===== src/rtl/display_pkg.sv =====
// display_pkg
//   Shared definitions for the 4-digit display scan controller.
//   Provides the scan state enum, the blank anode code, the digit count
//   and a helper that maps a digit slot to its active-low anode code.
package display_pkg;

    localparam int NUM_DIGITS = 4;
    localparam int SLOT_W     = 2;

    localparam logic [3:0] ANODE_OFF = 4'b1111;

    typedef enum logic {
        BLANK = 1'b0,
        DWELL = 1'b1
    } scan_state_t;

    // Exactly one anode pulled low per slot; slot 0 is the rightmost digit.
    function automatic logic [3:0] anode_code(input logic [SLOT_W-1:0] slot);
        logic [3:0] code;
        case (slot)
            2'd0:    code = 4'b1110;
            2'd1:    code = 4'b1101;
            2'd2:    code = 4'b1011;
            default: code = 4'b0111;
        endcase
        return code;
    endfunction

endpackage


===== src/rtl/display_scan_controller_scan_timer.sv =====
// scan_timer
//   Free-running phase counter for the scan FSM. Counts 0..limit and flags
//   the terminal count; the owner clears it to start a new phase.
// Ports
//   clk       in   1      system clock
//   reset_n   in   1      synchronous reset, active-low
//   clear     in   1      restart counting from 0 on the next edge
//   limit     in   WIDTH  last count value of the current phase
//   terminal  out  1      high while count equals limit
module scan_timer #(
    parameter int WIDTH = 1
) (
    input  logic             clk,
    input  logic             reset_n,
    input  logic             clear,
    input  logic [WIDTH-1:0] limit,
    output logic             terminal
);

    logic [WIDTH-1:0] count;

    // Counter restarts on reset or when the owner ends the current phase.
    always_ff @(posedge clk) begin
        if (!reset_n || clear) begin
            count <= '0;
        end else begin
            count <= count + WIDTH'(1);
        end
    end

    // Terminal flag is combinational so the FSM can switch state on the
    // same cycle the last count is presented.
    always_comb begin
        terminal = (count == limit);
    end

endmodule


===== src/rtl/display_scan_controller.sv =====
// display_scan_controller
//   Time-multiplexes a 4-digit 7-segment display. Each digit slot gets a
//   blanking gap (all anodes off) followed by a dwell with its anode lit.
//   New display data arrives over valid/ready, waits in a pending register,
//   and is committed only at the end of a frame so a frame never tears.
// Ports
//   clk            in   1  system clock
//   reset_n        in   1  synchronous reset, active-low
//   enable         in   1  1 = scan, 0 = blank and hold in slot 0
//   in_valid       in   1  new display data offered
//   in_ready       out  1  no update pending, data can be accepted
//   in_value       in   6  magnitude to display
//   in_negative    in   1  minus sign request
//   in_is_dec      in   1  1 = decimal, 0 = hex
//   digit          out  4  active-low anode select
//   display_value  out  6  committed magnitude
//   show_negative  out  1  committed sign
//   is_dec         out  1  committed format
//   frame_done     out  1  pulse on the last dwell cycle of slot 3
module display_scan_controller
    import display_pkg::*;
#(
    parameter int DWELL_CYCLES = 100000,
    parameter int BLANK_CYCLES = 1000
) (
    input  logic       clk,
    input  logic       reset_n,
    input  logic       enable,
    input  logic       in_valid,
    output logic       in_ready,
    input  logic [5:0] in_value,
    input  logic       in_negative,
    input  logic       in_is_dec,
    output logic [3:0] digit,
    output logic [5:0] display_value,
    output logic       show_negative,
    output logic       is_dec,
    output logic       frame_done
);

    localparam int MAX_CYCLES = (DWELL_CYCLES > BLANK_CYCLES) ? DWELL_CYCLES : BLANK_CYCLES;
    localparam int TIMER_W    = (MAX_CYCLES > 1) ? $clog2(MAX_CYCLES) : 1;

    localparam logic [TIMER_W-1:0] BLANK_LAST = TIMER_W'(BLANK_CYCLES - 1);
    localparam logic [TIMER_W-1:0] DWELL_LAST = TIMER_W'(DWELL_CYCLES - 1);
    localparam logic [SLOT_W-1:0]  LAST_SLOT  = SLOT_W'(NUM_DIGITS - 1);

    scan_state_t       state_q;
    scan_state_t       state_d;
    logic [SLOT_W-1:0] slot_q;
    logic [SLOT_W-1:0] slot_d;

    logic               timer_done;
    logic               timer_clear;
    logic [TIMER_W-1:0] timer_limit;

    logic       pending_q;
    logic [5:0] pend_value_q;
    logic       pend_negative_q;
    logic       pend_is_dec_q;
    logic       accept;
    logic       commit;

    // Phase length depends on which half of the slot we are in. Disabling
    // the scanner parks the timer at 0 so re-enabling yields a full blank.
    always_comb begin
        timer_limit = (state_q == DWELL) ? DWELL_LAST : BLANK_LAST;
        timer_clear = !enable || timer_done;
    end

    scan_timer #(
        .WIDTH(TIMER_W)
    ) u_scan_timer (
        .clk     (clk),
        .reset_n (reset_n),
        .clear   (timer_clear),
        .limit   (timer_limit),
        .terminal(timer_done)
    );

    // Scan state and slot registers.
    always_ff @(posedge clk) begin
        if (!reset_n) begin
            state_q <= BLANK;
            slot_q  <= '0;
        end else begin
            state_q <= state_d;
            slot_q  <= slot_d;
        end
    end

    // Next-state logic: blank gap, then dwell, then advance to the next slot.
    // The slot counter is exactly SLOT_W bits wide, so slot 3 wraps to 0.
    always_comb begin
        state_d = state_q;
        slot_d  = slot_q;
        if (!enable) begin
            state_d = BLANK;
            slot_d  = '0;
        end else begin
            case (state_q)
                BLANK: begin
                    if (timer_done) begin
                        state_d = DWELL;
                    end
                end
                DWELL: begin
                    if (timer_done) begin
                        state_d = BLANK;
                        slot_d  = slot_q + SLOT_W'(1);
                    end
                end
                default: begin
                    state_d = BLANK;
                    slot_d  = '0;
                end
            endcase
        end
    end

    // Decoded outputs: anodes only ever driven during a dwell, and the frame
    // ends on the final dwell cycle of the last slot.
    always_comb begin
        digit      = (state_q == DWELL) ? anode_code(slot_q) : ANODE_OFF;
        frame_done = (state_q == DWELL) && (slot_q == LAST_SLOT) && timer_done;
        in_ready   = !pending_q;
        accept     = in_valid && !pending_q;
        commit     = frame_done && pending_q;
    end

    // Pending holding register. A transfer and a commit can never coincide
    // because a transfer requires the pending slot to be empty, so data
    // accepted on a frame_done cycle waits for the following frame.
    always_ff @(posedge clk) begin
        if (!reset_n) begin
            pending_q       <= 1'b0;
            pend_value_q    <= '0;
            pend_negative_q <= 1'b0;
            pend_is_dec_q   <= 1'b0;
        end else begin
            if (commit) begin
                pending_q <= 1'b0;
            end
            if (accept) begin
                pending_q       <= 1'b1;
                pend_value_q    <= in_value;
                pend_negative_q <= in_negative;
                pend_is_dec_q   <= in_is_dec;
            end
        end
    end

    // Committed display fields only change at a frame boundary.
    always_ff @(posedge clk) begin
        if (!reset_n) begin
            display_value <= '0;
            show_negative <= 1'b0;
            is_dec        <= 1'b1;
        end else if (commit) begin
            display_value <= pend_value_q;
            show_negative <= pend_negative_q;
            is_dec        <= pend_is_dec_q;
        end
    end

endmodule


===== config.mk =====
export PLATFORM = sky130hd
export DESIGN_NAME = display_scan_controller
export DESIGN_NICKNAME = d
export VERILOG_FILES = /design/src/rtl/display_pkg.sv /design/src/rtl/display_scan_controller_scan_timer.sv /design/src/rtl/display_scan_controller.sv
export SDC_FILE = /design/constraint.sdc
export NUM_CORES = 1
export LEC_CHECK = 0
export CAP_MARGIN = 0
export CORE_ASPECT_RATIO = 1.4
export CORE_UTILIZATION = 30
export DETAILED_ROUTE_END_ITERATION = 8
export DONT_BUFFER_PORTS = 1
export HOLD_SLACK_MARGIN = 0.15
export SYNTH_ARGS = -nofsm -noshare
export SYNTH_HDL_FRONTEND = slang
export SYNTH_SLANG_ARGS = --single-unit

===== constraint.sdc =====
create_clock -name clk -period 2.2 [get_ports clk]
set_input_delay 0.33 -clock clk [delete_from_list [all_inputs] [get_ports clk]]
set_output_delay 0.33 -clock clk [all_outputs]
set_load 0.005 [all_outputs]

Word-level counts from Yosys, hierarchy flattened
Index checks and enable logic that the tools add are counted.
{"block": "totals", "ff_bits": 37, "inputBits": 12, "out_inout_bits": 14, "word_cells": 38}
{"block": "op_classes", "add_sub_neg": 2, "n_eq_ne": 4, "n_mux": 8, "bitwise_logic": 1, "reduce_logical": 13}
{"cell": "adder 17 x 1 -> 17 bit (second input constant)", "count": 1}
{"cell": "equality test 17 bit", "count": 1}
{"cell": "two-way mux 17 bit", "count": 1}
{"cell": "case mux 4 bit (3 select lines)", "count": 1}
{"cell": "equality test 2 bit (second input constant)", "count": 2}
{"cell": "logical AND 1 bit", "count": 4}
{"cell": "two-way mux 1 bit", "count": 4}
{"cell": "two-way mux 4 bit", "count": 1}
{"cell": "AND reduction 2 bit", "count": 2}
{"cell": "logical NOT 1 bit", "count": 3}
{"cell": "adder 2 x 1 -> 2 bit (second input constant)", "count": 1}
{"cell": "equality test 2 x 1 -> 1 bit (second input constant)", "count": 1}
{"cell": "logical NOT 2 bit", "count": 1}
{"cell": "logical OR 1 bit", "count": 2}
{"cell": "case mux 1 bit (2 select lines)", "count": 1}
{"cell": "nonzero test 2 bit", "count": 1}
{"cell": "NOT 1 bit", "count": 1}

Longest topological paths before layout
{"block": "depth", "ltp_word": 6, "ltp_mapped": 7}

Hierarchy
Synthesis repeated with hierarchy kept, for this count alone.
{"block": "hier_totals", "cells_unflattened": 200, "hier_area_um2": 1869.3}
{"mod": "scan_timer", "n_inst": 1, "cells_each": 109, "area_each_um2": 968.4, "seq_area_each_um2": 340.3}
{"mod": "display_scan_controller", "n_inst": 1, "cells_each": 91, "area_each_um2": 900.9, "seq_area_each_um2": 400.4}

Worst setup path after synthesis
Ideal clock, no wire load.
{"block": "synth_path", "path_type": "register -> register", "from": "reg state_q", "to": "reg display_value[0]", "setup_time_ps": 72, "t_arrival_ps": 1842, "required_time_ps": 2128, "setup_slack_ps": 286, "path_stages_with_launch": 6, "path_buffers": 1, "synth_period_minus_slack_ps": 1914, "cell_sequence": "dfxtp_1 > buf_2 > or4b_1 > a211o_1 > nor3_4 > mux2i_1"}
{"block": "synth_via", "elab_chain_len": 4, "word_cells_on_any_way": 5, "cone_classes": "eq/ne (1); mux (1); reduce/logical (3)"}
{"element": "from (decl)", "line": "display_scan_controller.sv:48", "rtl": "scan_state_t state_q;"}
{"element": "from (signal assigned)", "line": "display_scan_controller.sv:87", "rtl": "state_q <= state_d;"}
{"element": "two-way mux 17 bit", "line": "display_scan_controller.sv:67", "rtl": "timer_limit = (state_q == DWELL) ? DWELL_LAST : BLANK_LAST;"}
{"element": "equality test 17 bit", "line": "display_scan_controller_scan_timer.sv:34", "rtl": "terminal = (count == limit);"}
{"element": "logical AND 1 bit (*)", "line": "display_scan_controller.sv:125", "rtl": "frame_done = (state_q == DWELL) && (slot_q == LAST_SLOT) && timer_done;"}
{"element": "logical AND 1 bit (*)", "line": "display_scan_controller.sv:128", "rtl": "commit = frame_done && pending_q;"}
{"element": "to (signal assigned)", "line": "display_scan_controller.sv:160", "rtl": "display_value <= pend_value_q;"}
{"element": "to (decl)", "line": "display_scan_controller.sv:35", "rtl": "output logic [5:0] display_value,"}
Every way passes the cells marked *; elsewhere a longest branch is shown, timed or not.
A chain may end at the register's enable or synchronous reset.

Worst setup path in the final report
{"block": "layout_path", "from": "reg u_scan_timer.count[4]", "to": "out frame_done"}
{"block": "layout_via", "elab_chain_len": 2}
{"element": "from (decl)", "line": "display_scan_controller_scan_timer.sv:20", "rtl": "logic [WIDTH-1:0] count;"}
{"element": "from (signal assigned)", "line": "display_scan_controller_scan_timer.sv:27", "rtl": "count <= count + WIDTH'(1);"}
{"element": "equality test 17 bit", "line": "display_scan_controller_scan_timer.sv:34"}
{"element": "logical AND 1 bit", "line": "display_scan_controller.sv:125"}
{"element": "to (decl)", "line": "display_scan_controller.sv:38", "rtl": "output logic frame_done"}
Every way passes these cells.

==> flow_summary.toml <==
[cts]
cts_buffers = 5
clk_path_buf_depth = 2
cts_sinks = 37
htreeDepth = 2
clk_latency_ns = 0.29
path_clk_slew_ns = 0.07
cts_tree = "yes"
cts_root_buffer = "clkbuf_8"

[routing]
antenna_left = 0
drc_errors = 0
wl_per_cell_um = 12.71
drtPass1Iterations = 4
dr_total_vias = 1293
drt_first_iter_violations = 40
vias_per_cell = 4.935
wl_mm = 3.330

[die]
start_util_pct = 31.47
ios = 26
dieArea_um2 = 5797
fp.dieW_um = 64.64
die_h_um = 89.69
row_count = 31
fp.coreArea_um2 = 5236

[final_layout]
finalInstanceArea_um2 = 1911
diodes = 0
final_net_count = 213
drive_gt1_share_pct = 11.73
syn_to_final_growth_pct = 15.95

[timing]
min_period_over_period_pct = 96.37
tns_ns = 0
tightest_slew_ns = 0.3067
max_freq_mhz = 471.7
rsz0062_at_grt = "no"
clock-skew-final_ns = 0.003607
slew_viol_final = 0
hold_viol = 0
min_period_ns = 2.120
setup_slack_ns = 0.07983
setup_violations = 0
max_slew_margin_pct = 79.36

[yosys]
synth_fa_ha_area_share_pct = 4.556
synth_ff_type = "dfxtp_1"
avgSynthCellArea_um2 = 8.956
async_reset_ff_share_pct = 0
syn-cell-area_um2 = 1648
yosys.area_share.simple_pct = 25.59
synth_mux_area_share_pct = 9.719
synth_top_family_by_area = "simple AND/OR/NAND/NOR gates"
syn_inst = 184
synth-seq-area-share_pct = 44.95
synthDistinctLibCells = 32
synth_compound_area_share_pct = 5.847
synth.net_count = 202
yosys_warnings = 0
ys_seq_elements = 37
synth-edff-count = 0
synth_xor_area_share_pct = 6.378

[place]
port_buffers = 0
pre_cts_ws_ns = 0.2477
dp_hpwl_mm = 2.435
place_area_um2 = 1775
gp_congestion = 0.8041

[hold_path]
min_from = "reset_n"
hold_class = "in -> reg"

[setup_path]
reg2reg_from = "u_scan_timer.count[11]"
required_ns = 1.87
cp.arrival_ns = 1.79
cp-startpoint = "u_scan_timer.count[4]"
crit_fanout = 5
endpoint_kind = "output port"
crit_type = "reg -> out"
start_kind = "flip-flop"

[power_and_ir_drop]
finalPower_w = 0.001348
leakagePower_nw = 0.6796
ir_worst_vdd_v = 0.0005779
power.density_nw_per_um2 = 705.3

[global_routing]
grt_first_pass_wirelength_mm = 5.685
grt_max_degree = 20
grtUsageTotal_pct = 12.75
grt_pass1_vias = 1261
gr-total-overflow = 0
antenna_found_initial = 0

[outcome]
status = "complete, no violations"

[job]
drv_cap = 0
Yosys cell counts, types with 4 or more instances:
| cell | n | area share, % |
|---|---|---|
| inv_1 | 5 | 1.1 |
| nand3_1 | 4 | 1.2 |
| xnor2_1 | 6 | 3.2 |
| dfxtp_1 | 37 | 45 |
| nand4_1 | 6 | 2.3 |
| or3_1 | 5 | 1.9 |
| mux2i_1 | 16 | 9.7 |
| nor2_1 | 27 | 6.2 |
| o21ai_0 | 6 | 1.8 |
| xor2_1 | 6 | 3.2 |
| ha_1 | 6 | 4.6 |
| a21oi_1 | 4 | 1.2 |
| nand2_1 | 26 | 5.9 |
| clkbuf_1 | 4 | 0.91 |
stage by stage:
step | instances | hold slack [ns] | util [%]
final | 262 | 0.1713 | 36.49
after global routing | 262 | 0.1643 | 36.49
after CTS | 262 | 0.1636 | 36.49
after detailed placement | 253 | 0.4206 | 33.91
after global placement | 253 | 0.4159 | 33.91
after floorplan | 184 | 0.4175 | -
where the power goes:
group / switching, W / internal (W)
Sequential: 0.00000697 / 0.000681
Clock: 0.000249 / 0.000369
Combinational: 0.0000226 / 0.0000194
Total: 0.000279 / 0.00107
flip-flops by register name, indices dropped and copies added, names as in the netlist:
register and count:
display_value 6, is_dec 1, pend_is_dec_q 1, pend_negative_q 1, pend_value_q 6, pending_q 1, show_negative 1, slot_q 2
state_q 1, u_scan_timer.count 17
final timing paths:
kind / to / slack, ns / cells after the start
worst max-delay path: frame_done / 0.08 / 3
worst min-delay path: pending_q / 0.17 / 2
worst max register to register: slot_q[1] / 0.22 / 6
worst min register to register: u_scan_timer.count[0] / 0.45 / 1
cell type report:
class                      instances  area [µm²]
clock inverter                     2       37.54
sequential                        37       740.7
timing repair buffer              11       85.08
clock buffer                       6       82.58
multi-input combinational        135       863.3
inverter                           5       18.77
tap                               66       82.58
fill                             538        3326
cell usage in the layout (no fill, tap or decap), types with 2 or more instances in the layout:
cell      netlist  final
xor2_1          6      6
nand3_1         4      4
nor4_1          3      3
mux2i_1        16     16
or3_1           5      5
or4_1           2      2
nand4_1         6      6
a21oi_1         4      4
nor2_1         27     27
o21ai_0         6      6
inv_1           5      5
clkbuf_8        0      6
ha_1            6      6
nand2_1        26     26
buf_4           0     10
xnor2_1         6      6
dfxtp_1        37     37
and3_1          3      3
critical path, cell delays in order (launching register included):
cell,delay (ns)
dfxtp_1,0.35
or4_2,0.68
o22a_2,0.26
nor3_2,0.21
routing by layer:
metal | GRT usage (%) | routed length, µm
met1 | 13.73 | 1480
met2 | 22.58 | 1592
met3 | 5.303 | 213
met4 | 4.242 | 44
met5 | 0 | 0
cells by family (layout without fill, tap and decap cells):
kind of cell / Yosys count / count (layout)
xor+xnor: 12 / 12
simple gates: 85 / 85
buf+inv: 12 / 24
compound gates: 16 / 16
mux: 16 / 16
fa+ha+maj: 6 / 6
flops: 37 / 37
what timing repair did:
item	CTS	global route
setup endpoints to repair	1	0
endpoints found under the hold margin	1	0
gates resized for setup	1	0
hold buffers	1	0
setup buffers	0	0
(Power assumes the default switching activity.)
==> RTL edit 1, RTL diff (same flow settings) <==
The parameter `DWELL_CYCLES` goes from 100000 to 50000.
--- a/src/rtl/display_scan_controller.sv
+++ b/src/rtl/display_scan_controller.sv
@@ -20,7 +20,7 @@
 module display_scan_controller
     import display_pkg::*;
 #(
-    parameter int DWELL_CYCLES = 100000,
+    parameter int DWELL_CYCLES = 50000,
     parameter int BLANK_CYCLES = 1000
 ) (
     input  logic       clk,
Function: same outputs for any inputs over 10 cycles, from zero or initial values and one cycle with reset_n low; that may be too few to reach the edited logic, so the function may still have changed.
==> RTL edit 1 against the unedited design <==
- total power decreased by 0.22%
- worst hold slack got worse by 0.0021 ns
- worst setup slack improved by 0.11 ns
- largest cell class unchanged
- final area decreased by 2.8%
- utilization decreased by 1.0 points
- clock power increased by 3%
- routed wire length decreased by 8.7%
- critical path depth increased by 2
- die area increased by 0.89%
- sequential cell count decreased by 1
- final cell count decreased by 6.1%
- synthesized area increased by 0.91%
- clock skew increased by 0.0016 ns
==> RTL edit 1: results (changes against the unedited design) <==
Critical path
  • Worst reg2reg path endpoint: slot_q[1] (unchanged)
  • Startpoint of the most critical register-to-register path: u_scan_timer.count[0] (was u_scan_timer.count[11])
  • Worst R2R Path Depth: 7 (was 6)
  • CP arrival: 1.68 ns (was 1.79 ns)
  • Worst R2R Setup Slack: 0.44 ns (was 0.22 ns)
  • CP Max Fanout: 4 (was 5)

Final layout
  • Fill cell instance count of the final layout: 551 (was 538)
  • Largest registers: u_scan_timer.count (16), display_value (6), pend_value_q (6) (was u_scan_timer.count (17), display_value (6), pend_value_q (6))
  • Ratio of cells with drive above 1 in the final layout: 11.7% (about the same)

Synthesis
  • Synth top cells by count: 36 x sky130_fd_sc_hd__dfxtp_1, 22 x sky130_fd_sc_hd__nand2_1, 20 x sky130_fd_sc_hd__nor2_1, 17 x sky130_fd_sc_hd__mux2i_1, 12 x sky130_fd_sc_hd__nor2b_1 (was 37 x sky130_fd_sc_hd__dfxtp_1, 27 x sky130_fd_sc_hd__nor2_1, 26 x sky130_fd_sc_hd__nand2_1, 16 x sky130_fd_sc_hd__mux2i_1)
  • Post-synthesis async set-or-reset flop share: 0% (unchanged)
  • Net Count, Synth: 196 (was 202)
  • Top cells by area, synth: sky130_fd_sc_hd__dfxtp_1 43%, sky130_fd_sc_hd__mux2i_1 10%, sky130_fd_sc_hd__xnor2_1 5.3% (was sky130_fd_sc_hd__dfxtp_1 45%, sky130_fd_sc_hd__mux2i_1 9.7%, sky130_fd_sc_hd__nor2_1 6.2%)
  • Seq/Total Area, Yosys: 43.3% (was 45.0%)

Global routing
  • First-pass GRT wire length: 5.49 mm (was 5.69 mm)
  • Combined global-route utilization of all metal layers: 12.2% (was 12.8%)
  • Antenna violations before repair: 0 (unchanged)
  • Pin count of the biggest net entering global routing: 28 (was 20)
  • Number of global-route vias before repair: 1125 (was 1261)

CTS
  • Number of instances resized during post-cts repair: 0 (was 1)
  • Post-CTS setup buffer count: 0 (unchanged)

Placed design
  • Hpwl dp: 2.17 mm (was 2.44 mm)
  • Final weighted congestion of routability-driven global placement: 0.779 (was 0.804)

Pwr
  • Static leakage: 0.623 nW (was 0.680 nW)
  • Fraction of power spent switching nets: 19.4% (was 20.7%)
  • Highest ir drop seen on vdd: 0.396 mV (was 0.578 mV)

Min path
  • Worst min-delay path startpoint: reset_n (unchanged)

Routing
  • Iter 0 DRT Violations: 66 (was 40)
  • Average wire per standard cell: 12.4 um (was 12.7 um)
  • Via count normalized by instance count: 4.65 (was 4.94)

STA
  • Post-Route Skew: 0.00525 ns (was 0.00361 ns)
  • Worst slew pin tran: 0.412 ns (was 0.307 ns)

Outcome
  • Result of the run: finished clean (unchanged)
## RTL edit 1: worst max-delay path by stage
stage	startpoint	to	slack [ns]	cells after the start
3_5_place_dp	u_scan_timer.count[0]	slot_q[1]	0.42	7
3_3_place_gp	u_scan_timer.count[0]	slot_q[1]	0.46	7
2_1_floorplan	u_scan_timer.count[0]	slot_q[1]	0.58	7
4_1_cts	u_scan_timer.count[0]	frame_done	0.14	5
6_report	u_scan_timer.count[0]	frame_done	0.19	5
5_1_grt	u_scan_timer.count[0]	frame_done	0.02	5
## RTL edit 1: layer usage
layer | share of wire, % | routed length [um] | GRT usage (%)
met5 | 0 | 0 | 0
met4 | 2.8 | 85 | 6.11
met3 | 5.2 | 159 | 3.93
met2 | 46 | 1390 | 17.9
met1 | 46 | 1410 | 15.9
## RTL edit 1: critical path, stage by stage (launching register included)
cell,delay [ns]
sky130_fd_sc_hd__dfxtp_1,0.38
sky130_fd_sc_hd__ha_2,0.22
sky130_fd_sc_hd__nand4_1,0.13
sky130_fd_sc_hd__nor4b_2,0.30
sky130_fd_sc_hd__and2_1,0.18
sky130_fd_sc_hd__nor2b_1,0.18
## RTL edit 1: logic make-up (layout without fill, tap and decap cells)
kind of cell	count (synthesis)	count (layout)	share of synthesized area (%)
xor+xnor	14	14	7.37
simple gates	85	85	27.2
mux	17	17	10.2
buf+inv	15	17	4.29
compound gates	5	5	3.01
fa+ha+maj	6	6	4.51
flops	36	36	43.3
## RTL edit 1: area by class of cell
cell class / count / share of cell area, %
clock buffers: 7 / 5.19
clock inverters: 1 / 1.62
inverters: 5 / 1.01
multi-input cells: 127 / 47.3
flip-flops and latches: 36 / 38.8
well taps: 66 / 4.44
repair buffers: 4 / 1.62
## RTL edit 1: power by group through the flow
stage          clock (W)  sequential (W)  combinational, W
3_3_place_gp           0        0.000684         0.0000413
5_1_grt         0.000691        0.000671         0.0000464
3_5_place_dp           0        0.000685         0.0000416
4_1_cts         0.000660        0.000669         0.0000417
2_1_floorplan          0        0.000683         0.0000393
6_report        0.000634        0.000670         0.0000411
## RTL edit 1: per-stage QoR
step                      hold WS (ns)  worst slack, ns  std cells  instance area (sq um)  total power [W]
final                            0.169            0.193        246                   1860          0.00134
after global routing             0.155           0.0224        246                   1860          0.00141
after CTS                        0.154            0.143        246                   1850          0.00137
after detailed placement         0.450            0.425        238                   1720         0.000726
after global placement           0.441            0.465        238                   1720         0.000725
after floorplan                  0.426            0.577        178                   1660         0.000722
==> RTL edit 2, RTL diff (config.mk and constraints unchanged) <==
Without the edit above. Put a register stage on the output `digit`, with the module's reset. The value now appears one clock later. The other outputs are not delayed to match.
--- a/src/rtl/display_scan_controller.sv
+++ b/src/rtl/display_scan_controller.sv
@@ -44,6 +44,8 @@
     localparam logic [TIMER_W-1:0] BLANK_LAST = TIMER_W'(BLANK_CYCLES - 1);
     localparam logic [TIMER_W-1:0] DWELL_LAST = TIMER_W'(DWELL_CYCLES - 1);
     localparam logic [SLOT_W-1:0]  LAST_SLOT  = SLOT_W'(NUM_DIGITS - 1);
+
+    logic [3:0] digit_d;
 
     scan_state_t       state_q;
     scan_state_t       state_d;
@@ -121,7 +123,7 @@
     // Decoded outputs: anodes only ever driven during a dwell, and the frame
     // ends on the final dwell cycle of the last slot.
     always_comb begin
-        digit      = (state_q == DWELL) ? anode_code(slot_q) : ANODE_OFF;
+        digit_d    = (state_q == DWELL) ? anode_code(slot_q) : ANODE_OFF;
         frame_done = (state_q == DWELL) && (slot_q == LAST_SLOT) && timer_done;
         in_ready   = !pending_q;
         accept     = in_valid && !pending_q;
@@ -163,5 +165,13 @@
         end
     end
 
+    always_ff @(posedge clk) begin
+        if (!reset_n) begin
+            digit <= '0;
+        end else begin
+            digit <= digit_d;
+        end
+    end
+
 endmodule
 
Check against the original RTL: not equivalent (a bounded check fails within 4 cycles, from zero or initial values and one cycle with reset_n low).
==> RTL edit 2 against the unedited design <==
- worst setup slack improved by 0.019 ns
- total power up 3.4%
- final area grew 0.59%
- maximum frequency is 0.90% higher
- synthesized area increased by 6.5%
- worst hold slack gained 0.0029 ns
- highest routed layer unchanged
- sequential cell count rose by 4
- routed wire length is 3.2% lower
==> RTL edit 2: results (changes against the unedited design) <==
Placed design
  • Final weighted congestion of routability-driven global placement: 0.770 (was 0.804)
  • Minimum setup slack after placement: 0.282 ns (was 0.248 ns)
  • Post-detailed-placement cell area: 1820 sq um (was 1780 sq um)
  • # placed instances: 249 (was 253)

STA
  • Worst slew pin tran: 0.488 ns (was 0.307 ns)
  • Post-Route Hold Slack: 0.174 ns (was 0.171 ns)
  • Highest Clock Rate: 476 MHz (was 472 MHz)

Global routing
  • First-pass GRT wire length: 5.34 mm (was 5.69 mm)
  • Combined global-route utilization of all metal layers: 11.4% (was 12.8%)

Min path
  • Hold Path End: display_value[2] (was pending_q)
  • Min-Delay Path Class: in2reg (unchanged)

Synthesis
  • Seq/Total Area, Yosys: 46.8% (was 45.0%)
  • Synth cell types: 35 (was 32)
  • Synth top cells by count: 41 x sky130_fd_sc_hd__dfxtp_1, 27 x sky130_fd_sc_hd__nor2_1, 22 x sky130_fd_sc_hd__nand2_1, 17 x sky130_fd_sc_hd__mux2i_1, 9 x sky130_fd_sc_hd__xor2_1 (was 37 x sky130_fd_sc_hd__dfxtp_1, 27 x sky130_fd_sc_hd__nor2_1, 26 x sky130_fd_sc_hd__nand2_1, 16 x sky130_fd_sc_hd__mux2i_1)
  • Per-instance average area after synthesis: 9.39 sq um (was 8.96 sq um)

Final layout
  • Number of nets in the layout: 206 (was 213)
  • Ratio of cells with drive above 1 in the final layout: 9.57% (was 11.7%)

Critical path
  • Master of the slowest instance on the critical path: sky130_fd_sc_hd__or4_4 (was sky130_fd_sc_hd__or4_2)
  • CP Max Fanout: 6 (was 5)
  • CP arrival: 1.77 ns (was 1.79 ns)
  • Largest stage delay on the critical path: 0.55 ns (was 0.68 ns)
  • Worst R2R Setup Slack: 0.36 ns (was 0.22 ns)

Pwr
  • Fraction of power spent switching nets: 20.7% (about the same)
  • Static leakage: 0.688 nW (was 0.680 nW)
  • Highest ir drop seen on vdd: 0.398 mV (was 0.578 mV)

CTS
  • Clock transition at path regs: 0.08 ns

Outcome
  • Result of the run: finished clean (unchanged)

Routing
  • Via count normalized by instance count: 4.80 (was 4.94)
  • Average wire per standard cell: 12.6 um (was 12.7 um)
-- RTL edit 2: logic make-up after synthesis --
kind of cell               count (synthesis)  synth area share, %
AOI/OAI and AO/OA                         16                 6.34
and+or+nand+nor                           80                 22.7
muxes                                     17                 9.69
DFF                                       41                 46.8
buffers and inverters                     15                 4.20
adders and majority gates                  6                 4.28
xor gates and xnor gates                  12                 5.99
-- RTL edit 2: area by class of cell --
| type | count | area (sq um) |
|---|---|---|
| flip-flops and latches | 41 | 823 |
| repair buffers | 4 | 30.0 |
| fillers | 542 | 3640 |
| clock buffers | 5 | 68.8 |
| clock inverters | 2 | 35.0 |
| well taps | 68 | 85.1 |
| inverters | 5 | 18.8 |
| multi-input cells | 131 | 861 |
-- RTL edit 2: metal layers --
metal / track usage, % / share of wire [%] / up-vias
met5: 0 / 0 / -
met4: 6.91 / 2.5 / 0
met3: 2.96 / 4.2 / 7
li1: - / - / 633
met2: 19.2 / 50 / 26
met1: 12.3 / 44 / 563
